File: src/rtl/cl_decode_stage_pkg.sv
// Shared types for the decode stage: opcode patterns, instruction and control
// records, and the combinational classifier used at the stage input.
package cl_decode_stage_pkg;

   localparam int OP_W = 6;
   localparam int RF_W = 5;

   localparam logic [OP_W-1:0] kADDU = 6'h01;
   localparam logic [OP_W-1:0] kSUBU = 6'h02;
   localparam logic [OP_W-1:0] kSLLV = 6'h03;
   localparam logic [OP_W-1:0] kSRAV = 6'h04;
   localparam logic [OP_W-1:0] kSRLV = 6'h05;
   localparam logic [OP_W-1:0] kAND  = 6'h06;
   localparam logic [OP_W-1:0] kOR   = 6'h07;
   localparam logic [OP_W-1:0] kNOR  = 6'h08;
   localparam logic [OP_W-1:0] kSLT  = 6'h09;
   localparam logic [OP_W-1:0] kSLTU = 6'h0A;
   localparam logic [OP_W-1:0] kMOV  = 6'h0B;
   localparam logic [OP_W-1:0] kJALR = 6'h0C;
   localparam logic [OP_W-1:0] kLW   = 6'h10;
   localparam logic [OP_W-1:0] kLBU  = 6'h11;
   localparam logic [OP_W-1:0] kLBR  = 6'h12;
   localparam logic [OP_W-1:0] kSW   = 6'h18;
   localparam logic [OP_W-1:0] kSB   = 6'h19;

   typedef struct packed {
      logic [OP_W-1:0] op;
      logic [RF_W-1:0] rd;
      logic [RF_W-1:0] rs_imm;
   } instr_s;

   typedef struct packed {
      logic is_load;
      logic is_store;
      logic is_mem;
      logic is_byte;
      logic op_writes_rf;
   } ctrl_s;

   // Unlisted opcodes fall through to an all-zero record.
   function automatic ctrl_s decode_ctrl(input instr_s instr);
      ctrl_s c;
      c              = '0;
      c.is_load      = instr.op inside {kLW, kLBU};
      c.is_store     = instr.op inside {kSW, kSB};
      c.is_mem       = c.is_load | c.is_store;
      c.is_byte      = instr.op inside {kLBU, kSB};
      c.op_writes_rf = instr.op inside {kADDU, kSUBU, kSLLV, kSRAV, kSRLV,
                                        kAND, kOR, kNOR, kSLT, kSLTU, kMOV,
                                        kJALR, kLW, kLBU, kLBR};
      return c;
   endfunction

endpackage

File: src/rtl/cl_load_scoreboard.sv
// Tracks destination registers of issued loads for LOAD_LAT cycles and flags
// any match against the two register fields of the held instruction.
module cl_load_scoreboard #(
   parameter int RF_ADDR_W = 5,
   parameter int LOAD_LAT  = 2
) (
   input  logic                 clk,
   input  logic                 n_reset,
   input  logic                 push_v_i,
   input  logic [RF_ADDR_W-1:0] push_rd_i,
   input  logic [RF_ADDR_W-1:0] rd_a_i,
   input  logic [RF_ADDR_W-1:0] rd_b_i,
   output logic                 hit_o
);

   logic                 sb_v  [LOAD_LAT];
   logic [RF_ADDR_W-1:0] sb_rd [LOAD_LAT];

   // Ages every cycle regardless of downstream stalls; the oldest entry drops off.
   always_ff @(posedge clk or negedge n_reset) begin
      if (!n_reset) begin
         for (int k = 0; k < LOAD_LAT; k++) begin
            sb_v[k]  <= 1'b0;
            sb_rd[k] <= '0;
         end
      end else begin
         sb_v[0]  <= push_v_i;
         sb_rd[0] <= push_rd_i;
         for (int k = 1; k < LOAD_LAT; k++) begin
            sb_v[k]  <= sb_v[k-1];
            sb_rd[k] <= sb_rd[k-1];
         end
      end
   end

   always_comb begin
      hit_o = 1'b0;
      for (int k = 0; k < LOAD_LAT; k++) begin
         hit_o = hit_o | (sb_v[k] & ((sb_rd[k] == rd_a_i) | (sb_rd[k] == rd_b_i)));
      end
   end

endmodule

File: src/rtl/cl_decode_stage.sv
// Registered decode stage: classifies the incoming instruction, holds it in a
// single pipeline register and issues it once no in-flight load blocks it.
module cl_decode_stage
   import cl_decode_stage_pkg::*;
#(
   parameter int RF_ADDR_W = RF_W,
   parameter int LOAD_LAT  = 2,
   parameter int CNT_W     = 16,
   parameter int BYTE_OPS  = 1
) (
   input  logic             clk,
   input  logic             n_reset,
   input  logic             instr_valid_i,
   input  instr_s           instruction_i,
   output logic             ready_o,
   input  logic             flush_i,
   output logic             valid_o,
   input  logic             ready_i,
   output instr_s           instruction_o,
   output ctrl_s            ctrl_o,
   output logic             hazard_o,
   output logic [CNT_W-1:0] stall_cnt_o
);

   logic             s_v;
   instr_s           s_instr;
   ctrl_s            s_ctrl;
   ctrl_s            ctrl_d;
   logic             sb_hit;
   logic             issue;
   logic             accept;
   logic [CNT_W-1:0] stall_cnt;

   always_comb begin
      ctrl_d = decode_ctrl(instruction_i);
      if (BYTE_OPS == 0) begin
         ctrl_d.is_byte = 1'b0;
      end
   end

   // Handshake: a transfer happens on a cycle where valid and ready are both
   // high; valid never waits for ready, and the held data stays frozen while
   // valid_o=1 and ready_i=0. ready_o also opens on the cycle the held entry issues.
   assign hazard_o = s_v & sb_hit;
   assign valid_o  = s_v & ~sb_hit;
   assign issue    = valid_o & ready_i;
   assign ready_o  = ~flush_i & (~s_v | issue);
   assign accept   = instr_valid_i & ready_o;

   always_ff @(posedge clk or negedge n_reset) begin
      if (!n_reset) begin
         s_v     <= 1'b0;
         s_instr <= '0;
         s_ctrl  <= '0;
      end else if (flush_i) begin
         s_v <= 1'b0;
      end else if (accept) begin
         s_v     <= 1'b1;
         s_instr <= instruction_i;
         s_ctrl  <= ctrl_d;
      end else if (issue) begin
         s_v <= 1'b0;
      end
   end

   cl_load_scoreboard #(
      .RF_ADDR_W (RF_ADDR_W),
      .LOAD_LAT  (LOAD_LAT)
   ) u_scoreboard (
      .clk       (clk),
      .n_reset   (n_reset),
      .push_v_i  (issue & s_ctrl.is_load),
      .push_rd_i (s_instr.rd),
      .rd_a_i    (s_instr.rd),
      .rd_b_i    (s_instr.rs_imm),
      .hit_o     (sb_hit)
   );

   always_ff @(posedge clk or negedge n_reset) begin
      if (!n_reset) begin
         stall_cnt <= '0;
      end else if (hazard_o && (stall_cnt != {CNT_W{1'b1}})) begin
         stall_cnt <= stall_cnt + CNT_W'(1);
      end
   end

   assign instruction_o = s_instr;
   assign ctrl_o        = s_ctrl;
   assign stall_cnt_o   = stall_cnt;

endmodule

File: config.mk
export PLATFORM = sky130hd
export DESIGN_NAME = cl_decode_stage
export DESIGN_NICKNAME = d
export VERILOG_FILES = /design/src/rtl/cl_decode_stage_pkg.sv /design/src/rtl/cl_load_scoreboard.sv /design/src/rtl/cl_decode_stage.sv
export SDC_FILE = /design/constraint.sdc
export NUM_CORES = 1
export LEC_CHECK = 0
export BUFFER_PORTS_ARGS = -buffer_cell sky130_fd_sc_hd__buf_2
export CORE_ASPECT_RATIO = 1.5
export CORE_MARGIN = 1
export CORE_UTILIZATION = 55
export CTS_CLUSTER_SIZE = 12
export DETAILED_ROUTE_END_ITERATION = 10
export GPL_ROUTABILITY_DRIVEN = 0
export PLACE_DENSITY = 0.84
export SETUP_SLACK_MARGIN = 0.02
export SLEW_MARGIN = 40
export SYNTH_ARGS = -nofsm -noshare
export SYNTH_HDL_FRONTEND = slang
export SYNTH_SLANG_ARGS = --single-unit
File: constraint.sdc
create_clock -name clk -period 3 [get_ports clk]
set_input_delay 0.45 -clock clk [delete_from_list [all_inputs] [get_ports clk]]
set_output_delay 0.45 -clock clk [all_outputs]
set_load 0.02 [all_outputs]
==> results_tabular.tex <==
\begin{tabular}{lr}
\hline
Metric & Value \\
\hline
\multicolumn{2}{l}{\textbf{Synthesis}} \\
\quad Area contributors post-synth & dfrtp\_1 (51\%), mux2\_4 (12\%), xor2\_1 (7.5\%) \\
\quad Cell types with the highest counts after synthesis & dfrtp\_1 (50), xor2\_1 (21), mux2\_4 (19) \\
\quad Post-synthesis sequential area ratio & about half \\
\quad Post-synthesis cell type with the largest combined area & dfrtp\_1 \\
\quad Number of enable flip-flop cells after synthesis & 0 \\
\quad Total number of yosys warnings & 0 \\
\quad Main flop type after synthesis & dfrtp\_1 \\
\quad Share of flip-flops with an asynchronous set or reset & between 90\% and 100\% \\
\quad Top cell type's share of synthesized area & 51.3\% \\
\quad Synth Cell Area & between 0.002 and 0.0025 mm² \\
\quad Most common cell in the synthesized netlist & dfrtp\_1 \\
\quad Mean instance size in the synthesized netlist & $\sim$14 µm² \\
\quad Synthesized Nets & 202 \\
\quad Cell variety after synth & 40 \\
\quad Number of instances in the synthesized netlist & 180 \\
\quad Number of storage elements in the synthesis netlist & 50 \\
\multicolumn{2}{l}{\textbf{Drt}} \\
\quad Vias after detailed routing & $\sim$1600 \\
\quad Count of routing violations after the opening detailed-route iteration & 48 \\
\quad Wirelength, routed & roughly 4400 µm \\
\quad DRC viols & 0 \\
\quad First-pass iteration count of the detailed router & 4 \\
\quad Wire length per cell & approximately 15 µm \\
\quad Antenna viol nets, final & 0 \\
\quad Via-to-Cell Ratio & about 5.5 \\
\multicolumn{2}{l}{\textbf{Power and ir drop}} \\
\quad Worst ir drop on vdd & 0.468 mV \\
\quad Leakage power of the design & about 1.5 nW \\
\quad Power density normalized to cell area & 566 mW/mm² \\
\multicolumn{2}{l}{\textbf{Run}} \\
\quad Max-Cap Viols & 0 \\
\multicolumn{2}{l}{\textbf{Timing}} \\
\quad TNS Setup & 0 ns \\
\quad Worst-case headroom to the max-slew limit & about 59\% \\
\quad Post-layout minimum cycle time & between 2 and 3 ns \\
\quad Setup repair after global routing missed its margin & no \\
\quad Maximum clock frequency & 377 MHz \\
\quad Final setup skew & 0.00281 ns \\
\quad Final setup viols & 0 \\
\quad Period utilization & around nine tenths \\
\quad Transition time of the tightest slew-check pin & 0.601 ns \\
\quad Final count of pins violating max slew & 0 \\
\quad Number of hold violations in the final report & 0 \\
\multicolumn{2}{l}{\textbf{Finish}} \\
\quad Area Overhead vs Synth & 17.6\% \\
\quad Nets & 266 \\
\quad \# diodes & 0 \\
\quad Final design utilization & approximately 68\% \\
\quad Share of post-route cells with drive strength above 1 & 42.9\% \\
\multicolumn{2}{l}{\textbf{Setup path}} \\
\quad Critical Path Fanout Max & 19 \\
\quad Type of element capturing the critical path & output port \\
\quad Kind of start point of the critical path & flip-flop \\
\quad Req. time, crit path & roughly 2.6 ns \\
\quad Data arrival time of the worst path & approximately 2.2 ns \\
\quad Path type of the worst setup path & flip-flop to output port \\
\multicolumn{2}{l}{\textbf{Clocking}} \\
\quad Clock sinks & 50 \\
\quad Clock-pin slew of the registers on the worst-case setup and hold paths & approximately 0.090 ns \\
\quad Quantity of gates resized following cts & 0 \\
\quad CTS H-tree depth & 2 \\
\quad Post-CTS Repair Setup Buffers & 0 \\
\quad Clock network latency to the later pin of the worst-skew pair & slightly above 0.3 ns \\
\quad Clock tree from TritonCTS & yes \\
\quad Clock buffer count from CTS & 5 \\
\quad Buffer levels on the longest clock path & 2 \\
\quad Root Buffer & clkbuf\_8 \\
\quad Number of hold-repair buffers added at the cts stage & 0 \\
\multicolumn{2}{l}{\textbf{Worst hold path}} \\
\quad Class of the worst hold path & primary input to async pin \\
\multicolumn{2}{l}{\textbf{Outcome}} \\
\quad Result of the run & finished, final reports clean \\
\multicolumn{2}{l}{\textbf{Place}} \\
\quad Detailed placement HPWL & about 3200 µm \\
\quad I/O Buffers & 60 \\
\multicolumn{2}{l}{\textbf{Floorplan}} \\
\quad Initial Utilization & 57.5\% \\
\quad Number of standard-cell rows in the floorplan & 29 \\
\quad Chip Height & around 84 µm \\
\quad Overall die width & 56.4 µm \\
\quad DIE AREA & $\sim$0.0047 mm² \\
\quad Number of top-level pins & between 60 and 70 \\
\quad Std-Cell Core Area & between 0.004 and 0.005 mm² \\
\multicolumn{2}{l}{\textbf{Global routing}} \\
\quad Initial antenna violation count & 0 \\
\quad Global-route total usage across every layer & approximately 21\% \\
\quad Global-route wire length before repair & approximately 7400 µm \\
\quad Number of global-route vias before repair & between 1500 and 2000 \\
\quad Overall overflow remaining after global route & 0 \\
\quad Largest net degree at the start of global routing & approximately 50 \\
\hline
\end{tabular}
==> stage by stage <==
step                      hold WS, ns  power (mW)  worst slack [ns]  instance area [µm²]  std cells
after floorplan                 0.154        1.06             0.657                 2440        180
after global placement          0.411        1.16             0.734                 2760        283
after detailed placement        0.420        1.17             0.666                 2760        283
after CTS                       0.170        1.64             0.320                 2870        291
after global routing            0.195        1.70             0.168                 2870        291
final                           0.146        1.62             0.344                 2870        291
==> layer usage <==
layer | vias to the layer above | global-route usage, % | part of all wire [%]
met5 | - | 0 | 0
met4 | 0 | 7.32 | 1.5
met3 | 6 | 5.12 | 4.3
met2 | 40 | 32.8 | 51
met1 | 784 | 27.4 | 43
li1 | 759 | - | -
==> cell type report <==
cell class / instances / area (µm²)
Inverter: 5 / 18.8
Clock inverter: 3 / 43.8
Clock buffer: 5 / 68.8
Fill cell: 336 / 1370
Sequential cell: 50 / 1250
Timing Repair Buffer: 62 / 318
Multi-Input combinational cell: 120 / 1110
Tap cell: 46 / 57.6
==> power by group <==
group          leakage (nW)  internal, mW  switching, mW  total, mW
clock                0.0585         0.250          0.221      0.470
combinational         0.770         0.166          0.169      0.335
sequential            0.638         0.742         0.0771      0.820
==> cell usage in the layout, fill, tap and decap left out, types with 2 or more instances in the layout <==
master	instances
buf_2	59
dfrtp_1	50
xor2_1	21
mux2_4	19
xnor2_1	13
nand2_1	11
inv_1	5
nand3_1	5
clkbuf_8	5
nor4_1	4
nor3_1	4
nor4b_1	4
nand4_1	3
nor4_4	3
buf_4	3
nor4_2	2
and3_1	2
nor2b_1	2
or3_4	2
mux2_2	2
nor2_1	2
mux2i_1	2
a22o_1	2
==> critical path, cell delays in order, from the launching register on <==
cell and delay [ns]:
dfrtp_1 0.43, xor2_1 0.19, nor4_1 0.08, and3_1 0.19, a311oi_4 0.29, buf_4 0.33
nand2_1 0.08, a21oi_1 0.14, buf_2 0.17
==> flip-flops by register name, summed over array words and instances, names as in the netlist <==
| name | flops |
|---|---|
| u_scoreboard.sb_v | 2 |
| s_v | 1 |
| stall_cnt_o | 16 |
| ctrl_o | 5 |
| u_scoreboard.sb_rd | 10 |
| instruction_o | 16 |
==> cell families after synthesis <==
family                   synth area share (%)
AND/OR/NAND/NOR                          15.7
multiplexers                             13.4
AO/OA/AOI/OAI                            3.28
flip-flops                               51.3
XOR/XNOR                                 12.2
buffers and inverters                    3.59
adder cells (fa/ha/maj)                 0.512
==> path summary, 6_finish.rpt <==
path / to / slack (ns) / start / cells past startpoint
max: ready_o / 0.34 / instruction_o[4] / 8
min: instruction_o[3] / 0.15 / n_reset / 1
max reg2reg: instruction_o[5] / 0.67 / instruction_o[4] / 6
min reg2reg: u_scoreboard.sb_rd[4] / 0.44 / u_scoreboard.sb_rd[9] / 0
max in group asynchronous: stall_cnt_o[8] / 2.45 / n_reset / 1
min in group clk: s_v / 0.34 / flush_i / 2
Power figures use the tool's default switching activity.
